[src/rtl/get_bit.sv]
// get_bit: MSB-first bit-stream field extractor with a 64-bit buffer, byte-wise fill and byte alignment.
// Optional non-consuming 16-bit peek port enabled by defining GET_BIT_PEEK_EN.
module get_bit (
    input  logic        clock,
    input  logic        reset,
    input  logic        in_valid,
    input  logic [31:0] in_data,
    input  logic [2:0]  in_bytes,
    output logic        in_ready,
    input  logic        req_valid,
    input  logic [5:0]  req_size,
    input  logic        req_align,
    output logic        req_ready,
    input  logic        clear,
    output logic        out_valid,
    output logic [31:0] out_val,
    output logic [6:0]  bit_count
`ifdef GET_BIT_PEEK_EN
    ,
    output logic [15:0] peek_val,
    output logic        peek_ok
`endif
);

    logic [63:0] buf_q;
    logic [6:0]  count_q;
    logic [2:0]  pos_q;
    logic        out_valid_q;
    logic [31:0] out_val_q;

    logic [5:0]  sat_size;
    logic [2:0]  align_skip;
    logic [6:0]  consumed;
    logic [6:0]  remaining;
    logic [2:0]  in_len;
    logic        accept_in;
    logic [31:0] in_mask;
    logic [63:0] fill;
    logic [63:0] buf_next;
    logic [6:0]  count_next;
    logic [31:0] field;

    assign sat_size   = (req_size > 6'd32) ? 6'd32 : req_size;
    assign align_skip = 3'd0 - pos_q;
    assign in_ready   = (count_q <= 7'd32);
    assign req_ready  = req_valid && (req_align ? (count_q >= {4'd0, align_skip})
                                                : (count_q >= {1'b0, sat_size}));

    // Byte counts above 4 are clamped so a fill can never push the buffer past 64 bits.
    assign in_len    = (in_bytes > 3'd4) ? 3'd4 : in_bytes;
    assign accept_in = in_valid && in_ready && (in_len != 3'd0);
    assign in_mask   = ~(32'hFFFF_FFFF >> {in_len, 3'b000});

    always_comb begin
        consumed = 7'd0;
        if (req_ready)
            consumed = req_align ? {4'd0, align_skip} : {1'b0, sat_size};
    end

    // Bits past count_q are kept zero, so new bytes can be OR-ed in right after the survivors.
    assign remaining  = count_q - consumed;
    assign fill       = {in_data & in_mask, 32'h0} >> remaining;
    assign buf_next   = (buf_q << consumed) | (accept_in ? fill : 64'h0);
    assign count_next = remaining + (accept_in ? {1'b0, in_len, 3'b000} : 7'd0);
    assign field      = (sat_size == 6'd0) ? 32'h0 : (buf_q[63:32] >> (6'd32 - sat_size));

    always_ff @(posedge clock) begin
        // NOTE: all state uses non-blocking assignments so every register samples pre-edge values.
        if (reset) begin
            buf_q       <= 64'h0;
            count_q     <= 7'd0;
            pos_q       <= 3'd0;
            out_valid_q <= 1'b0;
            out_val_q   <= 32'h0;
        end else if (clear) begin
            buf_q       <= 64'h0;
            count_q     <= 7'd0;
            pos_q       <= 3'd0;
            out_valid_q <= 1'b0;
        end else begin
            buf_q       <= buf_next;
            count_q     <= count_next;
            pos_q       <= pos_q + consumed[2:0];
            out_valid_q <= req_ready && !req_align;
            if (req_ready && !req_align)
                out_val_q <= field;
        end
    end

    assign out_valid = out_valid_q;
    assign out_val   = out_val_q;
    assign bit_count = count_q;

`ifdef GET_BIT_PEEK_EN
    assign peek_val = buf_q[63:48];
    assign peek_ok  = (count_q >= 7'd16);
`endif

endmodule

[config.mk]
export PLATFORM = sky130hd
export DESIGN_NAME = get_bit
export DESIGN_NICKNAME = d
export VERILOG_FILES = /design/src/rtl/get_bit.sv
export SDC_FILE = /design/constraint.sdc
export NUM_CORES = 1
export LEC_CHECK = 0
export BUFFER_PORTS_ARGS = -buffer_cell sky130_fd_sc_hd__buf_2
export CELL_PAD_IN_SITES_DETAIL_PLACEMENT = 0
export CELL_PAD_IN_SITES_GLOBAL_PLACEMENT = 1
export CORE_MARGIN = 5
export CORE_UTILIZATION = 45
export DETAILED_ROUTE_END_ITERATION = 10
export PLACE_DENSITY = 0.91
export SLEW_MARGIN = 20
export SYNTH_ARGS = -nofsm -noshare
export SYNTH_HDL_FRONTEND = slang
export SYNTH_SLANG_ARGS = --single-unit
[constraint.sdc]
create_clock -name clock -period 9.6 [get_ports clock]
set_clock_uncertainty 0.1 [all_clocks]
set_input_delay 0.96 -clock clock [delete_from_list [all_inputs] [get_ports clock]]
set_output_delay 0.96 -clock clock [all_outputs]
set_load 0.01 [all_outputs]
### Yosys cells after proc, flatten, opt, wreduce, memory -nomap -nowiden

Cells that the tools add are included.

* add/subtract/negate cells: 5
* magnitude comparators: 5
* shift-type cells: 4
* muxes and demuxes: 8
* bitwise logic cells: 4
* reductions and logical operators: 9

Operator list (number)
* $mux W64: 1
* $or A64 B64 Y64: 1
* $shl A64 B7 Y64: 1
* $shr A64 B7 Y64: 1
* $and A32 B32 Y32: 1
* $mux W32: 1
* $not A32 Y32: 1
* $shr A32 B6 Y32: 1
* $shr A32 B6 Y32 const A: 1
* $mux W6: 4
* $add A7 B6 Y7: 1
* $ge A7 B3 Y1: 1
* $ge A7 B6 Y1: 1
* $le A7 B6 Y1 const B: 1
* $sub A7 B7 Y7: 1
* $gt A6 B6 Y1 const B: 1
* $logic_not A6 Y1: 1
* $sub A6 B6 Y6 const A: 1
* $logic_and A1 B1 Y1: 4
* $add A3 B3 Y3: 1
* $gt A3 B3 Y1 const B: 1
* $mux W3: 1
* $reduce_bool A3 Y1: 1
* $sub A1 B3 Y3 const A: 1
* other kinds (5): 5

* register bits: 107
* bits of input ports: 47
* word-level logic and storage cells: 40

### Logic depth before layout (Yosys ltp)

* depth in word-level cells: 10
* depth in mapped cells: 26
* depth with buffers taken out: 21

### Worst setup path after synthesis

OpenSTA, ideal clock, no wires.

* path kind: in2reg
* start: input port req_size[5]
* end: register count_q[5], in the netlist bit_count[5]
* data arrival time: 5954 ps
* required time: 9372 ps
* path slack: 3418 ps
* stages: 25
* cells stage by stage: inv_1 buf_2 nand2_1 buf_2 inv_1 ha_1 nand2b_1 a2111oi_4 o31a_4 nor3_4 inv_2 buf_4 buf_2 buf_1 ha_1 o21a_1 o31a_1 a21oi_1 clkbuf_1 buf_1 xnor2_1 ha_1 o31ai_1 xnor2_1 nor2_1

* cells in the longest elaborated chain, start to end: 8
* elaborated cells between the ends (all ways): 9
* classes of those cells: 2 x add/sub; 2 x order compare; 4 x mux; 1 x reduce/logical

Ends and longest elaborated chain
* start, declared: line 11 `input logic [5:0] req_size,`
* $gt A6 B6 Y1: line 43 `assign sat_size = (req_size > 6'd32) ? 6'd32 : req_size;`
* $mux W6 *: line 43
* $ge A7 B6 Y1: line 47 `: (count_q >= {1'b0, sat_size}));`
* $mux W1: line 46 `assign req_ready = req_valid && (req_align ? (count_q >= {4'd0, align_skip})`
* $logic_and A1 B1 Y1: line 46
* $mux W6 *: line 56 `if (req_ready)`
* $sub A7 B7 Y7 *: line 61 `assign remaining = count_q - consumed;`
* $add A7 B6 Y7 *: line 64 `assign count_next = remaining + (accept_in ? {1'b0, in_len, 3'b000} : 7'd0);`
* end signal, assigned: line 82 `count_q <= count_next;`
* end, declared: line 26 `logic [6:0] count_q;`

Every way passes the cells marked *; elsewhere a longest branch is shown, timed or not.
A chain may end at the register's enable or synchronous reset.

### Worst setup path after layout

* start: input port req_size[5]
* end: register buf_q[2]

* cells in the longest elaborated chain, start to end: 10
* elaborated cells between the ends (all ways): 12
* classes of those cells: 1 x add/sub; 2 x order compare; 2 x shift; 5 x mux; 1 x bitwise; 1 x reduce/logical

Ends and longest elaborated chain
* $gt A6 B6 Y1: line 43
* $mux W6 *: line 43
* $ge A7 B6 Y1: line 47
* $mux W1: line 46
* $logic_and A1 B1 Y1: line 46
* $mux W6 *: line 56
* $sub A7 B7 Y7: line 61
* $shr A64 B7 Y64: line 62 `assign fill = {in_data & in_mask, 32'h0} >> remaining;`
* $mux W64: line 63 `assign buf_next = (buf_q << consumed) | (accept_in ? fill : 64'h0);`
* $or A64 B64 Y64 *: line 63
* end signal, assigned: line 81 `buf_q <= buf_next;`
* end, declared: line 25 `logic [63:0] buf_q;`

Marked as above.

==> impl_metrics.toml <==
[placement]
io_buffers = 88
placedCellCount = 2078
hpwl_um = 41400
gp_congestion = 1.09

[worst_setup_path]
cp_max_fo = 35
r2r_start = "pos_q[0]"
crit_start = "req_size[5]"
arrival_ns = 7.32
crit_path_end = "buf_q[2]"
crit_type = "input port to flop"
r2r_setup_slack_ns = 3.00
rr_endpoint = "buf_q[50]"
worstSetupStartpointType = "input port"
r2r_cells = 22
required_ns = 9.79
critPathCaptureType = "flop"

[synth]
ys_types = 97
syn_area_sq_um = 12700
yosysWarnings = 0
yosysTopAreaCell = "dfxtp_1"
synth_nets = 1799
syn_inst = 1731
synth_edf_count = 0
synth_top_area_share_pct = 16.8
ys_seq_elements = 107
syn_area_per_cell_sq_um = 7.35
async_flop_share_pct = 0
synthTopCellsByArea = "dfxtp_1 (17%), mux2i_1 (14%), nand2_1 (7.2%)"
ys_dominant_reg_cell = "dfxtp_1"
synth-seq-area-share_pct = 16.8

[floorplanning]
die_h_um = 178
num_rows = 61
start_util_pct = 45.7
io_pins = 89
die_w_um = 178
die_area_sq_um = 31700
core_area_sq_um = 27900

[finish]
layout-drive-gt1-share_pct = 14.5
fillCellCount = 2756
antenna_cells = 0
area_growth_pct = 6.13
multiInputGateArea_sq_um = 9810
final-seq-area_sq_um = 2140
post_layout_nonfiller_instances = 2094
nets = 1779

[clocking]
clkTransAtPathRegs_ns = 0.08
cts.sinks = 107
numCtsBuffers = 9
insertion_delay_ns = 0.37
h-tree-depth = 3
cts_resized = 0
root_buffer = "clkbuf_16"
cts_buffer_depth = 2
cts_tree = "built"
ctsHoldBuffers = 0
post-cts-setup-buffers = 0

[grt]
grt.overflow.total = 0
grt_max_degree = 70
grt_pass1_wl_um = 83000
groute.usage.overall_pct = 33.6
antenna_found_initial = 1
grt_pass1_vias = 13500

[pwr]
p_per_area_nw_per_um2 = 198
vdd_drop_max_mv = 0.105
power_mw = 2.67
leakagePower_nw = 5.28

[sta]
maxSlewHeadroom_pct = 19.2
setup_violations = 0
final_hold_viol_count = 0
fin_tns_setup_ns = 0
slew_violations = 0
fin_crit_ns = 7.13
rsz0062_at_grt = "false"
tightest_slew_ns = 1.21
max_freq_ghz = 0.140
post-route-period-util_pct = 74.3

[flow_run]
drv_cap = 0

[min_path]
worstHoldPathType = "flop to flop"

[route]
drtIter0Drc = 2669
drt_pass1_iterations = 8
ant_nets = 0
via_count = 14700
viasPerCell = 7.03
wirelength_um = 55200
drc = 0
wl_per_cell_um = 26.3

[outcome]
status = "finished, final reports clean"
synth_stat cells, drive strengths merged, types with 12 or more instances:
cell     instances
and3            14
o211ai          28
mux4            15
dfxtp          107
a31oi           36
a22oi           60
o21a            14
buf             75
ha              19
a211oi          23
nor3            49
mux2            49
clkbuf          75
o22ai           35
mux2i          178
and2            19
a21oi          131
a2bb2oi         17
nor2           168
o2bb2ai         26
o21ai           96
nand3           51
a32oi           14
inv             22
nand2          248
or3             12
power by group:
| group | internal, mW | switching (mW) | total (mW) |
|---|---|---|---|
| registers | 0.492 | 0.103 | 0.594 |
| clock network | 0.214 | 0.204 | 0.418 |
| logic | 0.533 | 1.12 | 1.65 |
through the flow:
step | instance area [sq um] | worst slack, ns | hold slack [ns] | utilization [%]
floorplan | 12700 | 3.42 | 0.376 | -
global placement | 13200 | 2.20 | 0.339 | 47.3
detailed placement | 13200 | 2.29 | 0.344 | 47.3
CTS | 13500 | 2.68 | 0.354 | 48.4
global route | 13500 | 2.13 | 0.389 | 48.4
finish | 13500 | 2.47 | 0.354 | 48.4
routing by layer:
metal | vias to the layer above | GRT usage [%] | part of all wire, %
met5 | - | 0 | 0.024
met4 | 2 | 14.0 | 4.8
met3 | 183 | 9.64 | 14
met2 | 1120 | 49.1 | 42
met1 | 6929 | 46.3 | 40
li1 | 6481 | - | -
cells in the final DEF, fill, tap and decap left out, types with 8 or more instances in the layout:
cell	synthesis	layout
nand2_1	244	242
mux2i_1	178	178
nor2_1	162	162
a21oi_1	130	129
dfxtp_1	107	107
buf_2	42	88
o21ai_0	80	79
a22oi_1	60	60
nand3_1	50	50
nor3_1	44	44
mux2_2	40	40
a31oi_1	36	36
o22ai_1	34	34
buf_4	13	31
o211ai_1	28	28
o2bb2ai_1	26	26
a211oi_1	22	22
ha_1	19	18
and2_1	17	17
inv_1	16	16
a2bb2oi_1	16	16
o21ai_1	15	16
mux4_2	15	15
o21a_1	14	14
and3_1	14	14
a32oi_1	13	13
or3_1	12	11
a221oi_1	10	10
mux2_1	9	9
clkbuf_16	0	9
o221ai_1	8	8
a222oi_1	8	8
flip-flops by register name, summed over array words and instances, names as in the netlist:
name	flops
out_val	32
bit_count	7
buf_q	64
pos_q	3
out_valid	1
worst min path at each step:
stage / start / to / slack, ns / cells past startpoint
2_1_floorplan: out_val[2] / out_val[2] / 0.38 / 2
3_3_place_gp: out_val[3] / out_val[3] / 0.34 / 2
4_1_cts: out_val[2] / out_val[2] / 0.35 / 2
5_1_grt: out_val[2] / out_val[2] / 0.39 / 2
6_report: out_val[2] / out_val[2] / 0.35 / 2
3_5_place_dp: out_val[2] / out_val[2] / 0.34 / 2
cells by family after synthesis:
family | Yosys count | share of synthesized area, %
adder cells (fa/ha/maj) | 21 | 2.18
AND/OR/NAND/NOR | 594 | 21.1
AO/OA/AOI/OAI | 582 | 31.6
flip-flops | 107 | 16.8
XOR/XNOR | 12 | 0.827
multiplexers | 242 | 21.0
buffers and inverters | 173 | 6.43
worst max-delay path, stage by stage:
cell	delay, ns
buf_2	0.17
inv_1	0.19
nand2_2	0.09
buf_4	0.43
inv_1	0.10
ha_1	0.28
nand2b_1	0.17
a2111oi_4	0.45
o31a_4	0.41
nor3_2	0.06
buf_4	0.26
inv_2	0.41
ha_1	0.35
inv_1	0.12
nor3_1	0.07
a311oi_1	0.32
nand3_1	0.63
nor2_1	0.27
buf_4	0.32
nand2_1	0.31
nor2_1	0.50
a22oi_1	0.19
a21oi_1	0.20
final cells by class:
type,count,share of cell area (%)
clock buffers,10,1.77
clock inverters,6,0.538
inverters,23,0.640
multi-input cells,1451,72.7
flip-flops and latches,107,15.9
well taps,378,3.50
repair buffers,119,4.99
Note: power is estimated with default switching activity, not from simulation.
